**src/rtl/trans_pkg.sv**
```systemverilog
// Shared widths, the transaction struct, and a saturating-increment helper for trans_drive_mon.
package trans_pkg;

  localparam int unsigned ADDR_W = 8;
  localparam int unsigned DATA_W = 32;
  localparam int unsigned ID_W   = 32;
  localparam int unsigned CNT_W  = 16;

  typedef struct packed {
    logic [ADDR_W-1:0] addr;
    logic [DATA_W-1:0] data;
    logic              write;
    logic [ID_W-1:0]   id;
  } trans_t;

  function automatic logic [CNT_W-1:0] sat_inc(input logic [CNT_W-1:0] v);
    return (v == '1) ? v : v + CNT_W'(1);
  endfunction

endpackage

```
**src/rtl/trans_drive_mon_if.sv**
```systemverilog
// Driver/bus/monitor signal bundle; slave side is the trans_drive_mon block.
interface trans_drive_mon_if;
  import trans_pkg::*;

  logic              drv_valid;
  logic [ADDR_W-1:0] drv_addr;
  logic [DATA_W-1:0] drv_data;
  logic              drv_write;
  logic [ID_W-1:0]   drv_id;
  logic [ADDR_W-1:0] bus_addr;
  logic [DATA_W-1:0] bus_data;
  logic              bus_write;
  logic [ID_W-1:0]   bus_id;
  logic              mon_req;
  logic              mon_valid;
  logic [ADDR_W-1:0] mon_addr;
  logic [DATA_W-1:0] mon_data;
  logic              mon_write;
  logic [ID_W-1:0]   mon_id;
  logic [CNT_W-1:0]  drv_count;
  logic              cmp_mismatch;
  logic [CNT_W-1:0]  cmp_match_cnt;
  logic [CNT_W-1:0]  cmp_miss_cnt;

  modport master (
    output drv_valid, drv_addr, drv_data, drv_write, drv_id, mon_req,
    input  bus_addr, bus_data, bus_write, bus_id,
    input  mon_valid, mon_addr, mon_data, mon_write, mon_id,
    input  drv_count, cmp_mismatch, cmp_match_cnt, cmp_miss_cnt
  );

  modport slave (
    input  drv_valid, drv_addr, drv_data, drv_write, drv_id, mon_req,
    output bus_addr, bus_data, bus_write, bus_id,
    output mon_valid, mon_addr, mon_data, mon_write, mon_id,
    output drv_count, cmp_mismatch, cmp_match_cnt, cmp_miss_cnt
  );

endinterface

```
**src/rtl/trans_cmp.sv**
```systemverilog
// Expected-transaction register, field compare and saturating match/miss counters.
module trans_cmp
  import trans_pkg::*;
(
  input  logic             clk,
  input  logic             rst,
  input  logic             i_drv_valid,
  input  trans_t           i_drv,
  input  logic             i_mon_valid,
  input  trans_t           i_mon,
  output logic             o_mismatch,
  output logic [CNT_W-1:0] o_match_cnt,
  output logic [CNT_W-1:0] o_miss_cnt
);

  trans_t           r_exp;
  logic [CNT_W-1:0] r_match_cnt;
  logic [CNT_W-1:0] r_miss_cnt;
  logic             w_diff;

  assign w_diff = (i_mon.addr  != r_exp.addr)  ||
                  (i_mon.data  != r_exp.data)  ||
                  (i_mon.write != r_exp.write) ||
                  (i_mon.id    != r_exp.id);

  // Pulse lives in the mon_valid cycle itself; counters reflect it from the next cycle.
  assign o_mismatch  = i_mon_valid && w_diff;
  assign o_match_cnt = r_match_cnt;
  assign o_miss_cnt  = r_miss_cnt;

  always_ff @(posedge clk or posedge rst) begin
    if (rst) begin
      r_exp       <= '0;
      r_match_cnt <= '0;
      r_miss_cnt  <= '0;
    end else begin
      if (i_drv_valid) r_exp <= i_drv;
      if (i_mon_valid) begin
        if (w_diff) r_miss_cnt  <= sat_inc(r_miss_cnt);
        else        r_match_cnt <= sat_inc(r_match_cnt);
      end
    end
  end

endmodule

```
**src/rtl/trans_drive_mon.sv**
```systemverilog
// Registered driver->bus->monitor transaction stage. Define TRANS_CMP_EN to add the
// expected-vs-monitored comparator (trans_cmp); otherwise cmp_* outputs are tied to 0.
module trans_drive_mon #(
  parameter int unsigned ADDR_W = trans_pkg::ADDR_W,
  parameter int unsigned DATA_W = trans_pkg::DATA_W,
  parameter int unsigned ID_W   = trans_pkg::ID_W,
  parameter int unsigned CNT_W  = trans_pkg::CNT_W
) (
  input logic              clk,
  input logic              rst,
  trans_drive_mon_if.slave tif
);
  import trans_pkg::trans_t;

  logic [ADDR_W-1:0] w_drv_addr;
  logic [DATA_W-1:0] w_drv_data;
  logic [ID_W-1:0]   w_drv_id;
  trans_t            w_drv;
  trans_t            r_bus;
  trans_t            r_mon;
  logic              r_mon_valid;
  logic [CNT_W-1:0]  r_drv_count;

  assign w_drv_addr = tif.drv_addr;
  assign w_drv_data = tif.drv_data;
  assign w_drv_id   = tif.drv_id;
  assign w_drv      = '{addr: w_drv_addr, data: w_drv_data, write: tif.drv_write, id: w_drv_id};

  // Monitor samples r_bus before this edge's drive lands, so same-edge capture sees the old value.
  always_ff @(posedge clk or posedge rst) begin
    if (rst) begin
      r_bus       <= '0;
      r_mon       <= '0;
      r_mon_valid <= 1'b0;
      r_drv_count <= '0;
    end else begin
      r_mon_valid <= tif.mon_req;
      if (tif.mon_req) r_mon <= r_bus;
      if (tif.drv_valid) begin
        r_bus       <= w_drv;
        r_drv_count <= r_drv_count + CNT_W'(1);
      end
    end
  end

  assign tif.bus_addr  = r_bus.addr;
  assign tif.bus_data  = r_bus.data;
  assign tif.bus_write = r_bus.write;
  assign tif.bus_id    = r_bus.id;
  assign tif.mon_valid = r_mon_valid;
  assign tif.mon_addr  = r_mon.addr;
  assign tif.mon_data  = r_mon.data;
  assign tif.mon_write = r_mon.write;
  assign tif.mon_id    = r_mon.id;
  assign tif.drv_count = r_drv_count;

`ifdef TRANS_CMP_EN
  trans_cmp u_cmp (
    .clk         (clk),
    .rst         (rst),
    .i_drv_valid (tif.drv_valid),
    .i_drv       (w_drv),
    .i_mon_valid (r_mon_valid),
    .i_mon       (r_mon),
    .o_mismatch  (tif.cmp_mismatch),
    .o_match_cnt (tif.cmp_match_cnt),
    .o_miss_cnt  (tif.cmp_miss_cnt)
  );
`else
  assign tif.cmp_mismatch  = 1'b0;
  assign tif.cmp_match_cnt = '0;
  assign tif.cmp_miss_cnt  = '0;
`endif

endmodule

```
**src/flat_wrapper.sv**
```systemverilog
// flat-port wrapper written by rule: the top's interface ports become plain ports
module trans_drive_mon_flat import trans_pkg::trans_t;
#(
  parameter int unsigned ADDR_W = trans_pkg::ADDR_W,
  parameter int unsigned DATA_W = trans_pkg::DATA_W,
  parameter int unsigned ID_W   = trans_pkg::ID_W,
  parameter int unsigned CNT_W  = trans_pkg::CNT_W
)
  (clk, rst, tif_drv_valid, tif_drv_addr, tif_drv_data, tif_drv_write, tif_drv_id, tif_mon_req, tif_bus_addr, tif_bus_data, tif_bus_write, tif_bus_id, tif_mon_valid, tif_mon_addr, tif_mon_data, tif_mon_write, tif_mon_id, tif_drv_count, tif_cmp_mismatch, tif_cmp_match_cnt, tif_cmp_miss_cnt);
  trans_drive_mon_if tif_i ();
  input logic clk;
  input logic rst;
  input wire logic [$bits(tif_i.drv_valid)-1:0] tif_drv_valid;
  input wire logic [$bits(tif_i.drv_addr)-1:0] tif_drv_addr;
  input wire logic [$bits(tif_i.drv_data)-1:0] tif_drv_data;
  input wire logic [$bits(tif_i.drv_write)-1:0] tif_drv_write;
  input wire logic [$bits(tif_i.drv_id)-1:0] tif_drv_id;
  input wire logic [$bits(tif_i.mon_req)-1:0] tif_mon_req;
  output wire logic [$bits(tif_i.bus_addr)-1:0] tif_bus_addr;
  output wire logic [$bits(tif_i.bus_data)-1:0] tif_bus_data;
  output wire logic [$bits(tif_i.bus_write)-1:0] tif_bus_write;
  output wire logic [$bits(tif_i.bus_id)-1:0] tif_bus_id;
  output wire logic [$bits(tif_i.mon_valid)-1:0] tif_mon_valid;
  output wire logic [$bits(tif_i.mon_addr)-1:0] tif_mon_addr;
  output wire logic [$bits(tif_i.mon_data)-1:0] tif_mon_data;
  output wire logic [$bits(tif_i.mon_write)-1:0] tif_mon_write;
  output wire logic [$bits(tif_i.mon_id)-1:0] tif_mon_id;
  output wire logic [$bits(tif_i.drv_count)-1:0] tif_drv_count;
  output wire logic [$bits(tif_i.cmp_mismatch)-1:0] tif_cmp_mismatch;
  output wire logic [$bits(tif_i.cmp_match_cnt)-1:0] tif_cmp_match_cnt;
  output wire logic [$bits(tif_i.cmp_miss_cnt)-1:0] tif_cmp_miss_cnt;
  assign tif_i.drv_valid = tif_drv_valid;
  assign tif_i.drv_addr = tif_drv_addr;
  assign tif_i.drv_data = tif_drv_data;
  assign tif_i.drv_write = tif_drv_write;
  assign tif_i.drv_id = tif_drv_id;
  assign tif_i.mon_req = tif_mon_req;
  assign tif_bus_addr = tif_i.bus_addr;
  assign tif_bus_data = tif_i.bus_data;
  assign tif_bus_write = tif_i.bus_write;
  assign tif_bus_id = tif_i.bus_id;
  assign tif_mon_valid = tif_i.mon_valid;
  assign tif_mon_addr = tif_i.mon_addr;
  assign tif_mon_data = tif_i.mon_data;
  assign tif_mon_write = tif_i.mon_write;
  assign tif_mon_id = tif_i.mon_id;
  assign tif_drv_count = tif_i.drv_count;
  assign tif_cmp_mismatch = tif_i.cmp_mismatch;
  assign tif_cmp_match_cnt = tif_i.cmp_match_cnt;
  assign tif_cmp_miss_cnt = tif_i.cmp_miss_cnt;
  trans_drive_mon #(.ADDR_W(ADDR_W), .DATA_W(DATA_W), .ID_W(ID_W), .CNT_W(CNT_W)) u_core (.clk(clk), .rst(rst), .tif(tif_i));
endmodule
```
**config.mk**
```make
export PLATFORM = sky130hd
export DESIGN_NAME = trans_drive_mon_flat
export DESIGN_NICKNAME = d
export VERILOG_FILES = /design/src/rtl/trans_pkg.sv /design/src/rtl/trans_drive_mon_if.sv /design/src/rtl/trans_cmp.sv /design/src/rtl/trans_drive_mon.sv /design/src/flat_wrapper.sv
export SDC_FILE = /design/constraint.sdc
export NUM_CORES = 1
export LEC_CHECK = 0
export ABC_AREA = 1
export BUFFER_PORTS_ARGS = -buffer_cell sky130_fd_sc_hd__clkbuf_2
export CAP_MARGIN = 0
export CORE_MARGIN = 2
export CORE_UTILIZATION = 51
export CTS_BUF_LIST = sky130_fd_sc_hd__clkbuf_16
export DETAILED_ROUTE_END_ITERATION = 16
export GPL_ROUTABILITY_DRIVEN = 0
export GPL_TIMING_DRIVEN = 0
export PLACE_DENSITY_LB_ADDON = 0.2
export SYNTH_ARGS = -nofsm -noshare
export SYNTH_HDL_FRONTEND = slang
export SYNTH_SLANG_ARGS = --single-unit
```
**constraint.sdc**
```tcl
create_clock -name clk -period 12 [get_ports clk]
set_input_delay 3 -clock clk [delete_from_list [all_inputs] [get_ports clk]]
set_output_delay 3 -clock clk [all_outputs]
set_load 0.01 [all_outputs]
```
After elaboration in Yosys (flattened, before gate mapping)

Cells that the tools add are included.

Register bits after elaboration: 163
Bits in latches: 0
Memory bits (writable): 0
Bits in read-only memories: 0
Input port bits: 77
Output and inout port bits: 196
Logic and storage cells: 11
Memories: 0

Add/sub/neg operators: 1
Multiply operators: 0
Divide/modulo/power cells: 0
Order comparisons: 0
Equality and inequality tests: 0
Shift-type cells: 0
Mux-type cells: 0
Bitwise operators: 0
Reduce and logical (&&, ||, !) cells: 0

Operators with widths:

| kind                                                             | number |
|---|---|
| 16-bit by 1-bit adder with 16-bit output (second input constant) | 1 |

Depth between registers and ports, before layout

Depth after elaboration: 1
Depth in mapped cells: 8
Gate-level depth less buffers: 8

Worst setup path before layout

OpenSTA, ideal clock, no wires.

Path kind: in2reg
Start point: input port tif_drv_valid
End point: register u_core.r_drv_count[13] (netlist: u_core.tif.drv_count[13])
Library setup time: 0.113 ns
Arrival: 3.653 ns
Data required time: 11.887 ns
Setup slack: 8.234 ns
Stages: 8
Buffers on the path: 1
Path through: buf_4 > nand2_4 > nor2_8 > nand2_2 > nor2_4 > nand3_1 > nand2_1 > inv_1

RTL lines:

| element                | line                  | source |
|---|---|---|
| start: declaration     | flat_wrapper.sv:13    | `input wire logic [$bits(tif_i.drv_valid)-1:0] tif_drv_valid;` |
| end signal: assignment | trans_drive_mon.sv:41 | `r_drv_count <= r_drv_count + CNT_W'(1);` |
| end: declaration       | trans_drive_mon.sv:22 | `logic [CNT_W-1:0] r_drv_count;` |

Worst setup path after layout

Start point: register u_core.r_drv_count[9] (netlist: u_core.tif.drv_count[9])
End point: output port tif_drv_count[9]

RTL lines:

| element          | line               | source |
|---|---|---|
| end: declaration | flat_wrapper.sv:28 | `output wire logic [$bits(tif_i.drv_count)-1:0] tif_drv_count;` |

No word-level cell between the ends.

==> flow_summary_export.csv <==
group,metric,value,unit
yosys,synth-compound-area-share,11.45,%
timing,fmax,246.2,MHz
drt,routed_wl,16240,um
global_route,antenna_found_initial,0,
cells_and_area,layout_common_cells,"238 x clkbuf_2, 163 x dfrtp_1, 95 x nand2_1",
cells_and_area,final_cell_area,8566,um^2
clock_network,clkTransAtPathRegs,0.05,ns
drt,drt_iter0_markers,399,
timing,rsz0062_at_grt,"no",
global_route,gr-total-overflow,0,
setup_path,crit_fanout,6,
floorplanning,design.core.area,12520,um^2
cells_and_area,layout.nets,1039,
yosys,synthFlopType,"dfrtp_1",
setup_path,critical_path_class,"flip-flop to primary output",
setup_path,crit_chain,"clkbuf_2",
timing,hold_viol,0,
yosys,synth_top_family_by_area,"simple AND/OR/NAND/NOR gates",
yosys,synth_seq_cells,163,
clock_network,root_buffer,"clkbuf_16",
timing,finalCritPeriodShare,33.85,%
clock_network,cts.sinks,163,
yosys,ys_seq_area_share,63.03,%
cells_and_area,diodes,0,
setup_path,critPathMaxStageDelay,0.46,ns
setup_path,crit_path_start,"u_core.tif.drv_count[9]",
yosys,postSynthAreaPerCell,9.644,um^2
clock_network,insertion_delay,0.42,ns
timing,maxSlewViolCount,0,
yosys,yosys-top-cells-area,"dfrtp_1 63%, a21oi_1 5.7%, o21ai_0 5.6%",
yosys,synth_edf_count,0,
floorplanning,start_util,51.70,%
clock_network,post_cts_buffers,0,
global_route,grt_pass1_wl,25330,um
yosys,synthCells,671,
cells_and_area,finalNonFillerCells,1145,
timing,fin_crit,4.062,ns
yosys,synth_mux_area_share,0.1740,%
timing,slew_headroom,64.61,%
yosys,synth.distinct_cells,26,
clock_network,clockBufferDepth,2,
cells_and_area,fill_cells,1054,
setup_path,critPathBufInv,1,
global_route,grt_max_degree,89,
drt,vias,5343,
drt,drt_pass1_iterations,4,
cells_and_area,final_common_cell,"clkbuf_2",
setup_path,cp_slowest_cell,"dfrtp_1",
yosys,synthSimpleGateAreaFrac,12.66,%
setup_path,ff2ff_setup_slack,10.65,ns
worst_hold_path,hold_path.class,"flip-flop to flip-flop",
power,p_leak,4.655,nW
setup_path,reg2reg_depth,6,
yosys,synth_area,6471,um^2
drt,via_per_inst,4.666,
global_route,track_usage,24.32,%
setup_path,crit_family,"flip-flops",
power,vdd_ir_drop_max,102.5,uV
timing,skew,0.005525,ns
placed_design,hpwl,11900,um
timing,setup_violations,0,
timing,finalSetupTns,0,ns
yosys,synth_warnings,0,
timing,tightest_slew,0.5308,ns
yosys,yosysTopAreaCell,"dfrtp_1",
placed_design,placed_area,8033,um^2
clock_network,htreeDepth,4,
yosys,synth-xor-area-share,1.218,%
setup_path,critPathRequiredTime,9.00,ns
flow_run,drv_cap,0,
floorplanning,std_cell_rows,41,
setup_path,endpoint,"tif_drv_count[9]",
setup_path,worst_setup_path_end_kind,"primary output",
clock_network,cts_buffers,17,
clock_network,ctsResizeCount,0,
floorplanning,die_h,116.6,um
global_route,grt_pass1_vias,5092,
clock_network,cts_hold_buf,0,
yosys,async_flop_share,100.0,%
floorplanning,dieArea,13610,um^2
power,power_density,161.7,nW/um^2
setup_path,critPathLaunchType,"flip-flop",
cells_and_area,drive_gt1_share,34.12,%
cells_and_area,area_delta_synth_final,32.37,%
floorplanning,fp.dieW,116.6,um
yosys,synth_top_area_share,63.03,%
setup_path,rr_startpoint,"u_core.tif.drv_count[0]",
drt,routedWlPerCell,14.18,um
setup_path,worst-path-stages,1,
placed_design,dp.cells,1114,
clock_network,cts_tree,"yes",
placed_design,io_buffers,238,
setup_path,timing.rr.end,"u_core.tif.drv_count[12]",
drt,antenna_left,0,
timing,layout_setup_ws,7.938,ns
setup_path,crit_arrival,1.06,ns
yosys,synthAdderAreaFrac,0.1933,%
drt,drc,0,
run_status,status,"finished clean",
placed_design,place_ws,7.879,ns
floorplanning,io_pins,273,
-- power by group --
part           switching, W  total (W)  internal [W]
sequential        0.0000427   0.000653      0.000610
combinational      0.000142   0.000234     0.0000922
clock              0.000203   0.000499      0.000296
-- layer usage --
metal	wire length [um]	up-vias	track usage [%]
met4	422	0	9.961
li1	-	2613	-
met3	1294	32	6.694
met5	0	-	0
met1	6781	2511	31.55
met2	7736	187	39.03
-- final cells by class --
type | instances | area [um^2] | area share, %
inverters | 85 | 326.6 | 3.812
clock buffers | 17 | 425.4 | 4.966
multi-input cells | 389 | 1787 | 20.86
flip-flops and latches | 163 | 4079 | 47.62
well taps | 172 | 215.2 | 2.512
plain buffers | 66 | 406.6 | 4.747
clock inverters | 14 | 107.6 | 1.256
repair buffers | 239 | 1219 | 14.23
-- logic make-up after synthesis --
family	after synthesis
muxes	1
buffers and inverters	151
adders and majority gates	1
DFF	163
other	1
xor gates and xnor gates	9
AOI/OAI and AO/OA	148
and+or+nand+nor	197
-- registers in the layout (all words and copies together), names as in the netlist --
name and cells:
u_core.tif.mon_addr 8, u_core.tif.drv_count 16, u_core.tif.mon_data 32, u_core.tif.bus_id 32, u_core.tif.mon_id 32, u_core.tif.mon_valid 1, u_core.tif.mon_write 1, u_core.tif.bus_data 32
u_core.tif.bus_write 1, u_core.tif.bus_addr 8
-- worst reg2reg max path, delay by kind of cell (launching register included) --
kind | cells | cell delay, ns
AOI/OAI and AO/OA | 1 | 0.13
adders and majority gates | 1 | 0.21
DFF | 1 | 0.44
and+or+nand+nor | 4 | 0.46
-- stage by stage --
stage	total power, W	util, %	hold WS, ns
final	0.001385	68.43	0.5043
after CTS	0.001395	68.43	0.5078
after detailed placement	0.0008969	64.17	0.4884
after global routing	0.001453	68.43	0.5223
after global placement	0.0008888	63.89	0.4762
after floorplan	0.0007866	-	0.5144
-- how the worst min path moves through the flow --
| stage | from | endpoint | slack (ns) | cells after the start |
|---|---|---|---|---|
| floorplan | u_core.tif.drv_count[15] | u_core.tif.drv_count[15] | 0.51 | 2 |
| global placement | u_core.tif.drv_count[15] | u_core.tif.drv_count[15] | 0.48 | 2 |
| detailed placement | u_core.tif.drv_count[15] | u_core.tif.drv_count[15] | 0.49 | 2 |
| CTS | u_core.tif.drv_count[15] | u_core.tif.drv_count[15] | 0.51 | 2 |
| global route | u_core.tif.drv_count[15] | u_core.tif.drv_count[15] | 0.52 | 2 |
| finish | u_core.tif.drv_count[15] | u_core.tif.drv_count[15] | 0.50 | 2 |
-- synth_stat cells, drive strengths merged, types with 2 or more instances --
| cell | instances |
|---|---|
| a21oi | 74 |
| buf | 59 |
| clkbuf | 7 |
| dfrtp | 163 |
| inv | 85 |
| nand2 | 99 |
| nand3 | 4 |
| nand3b | 2 |
| nand4 | 3 |
| nor2 | 87 |
| o21ai | 74 |
| xnor2 | 3 |
| xor2 | 6 |
(Power assumes the default switching activity.)
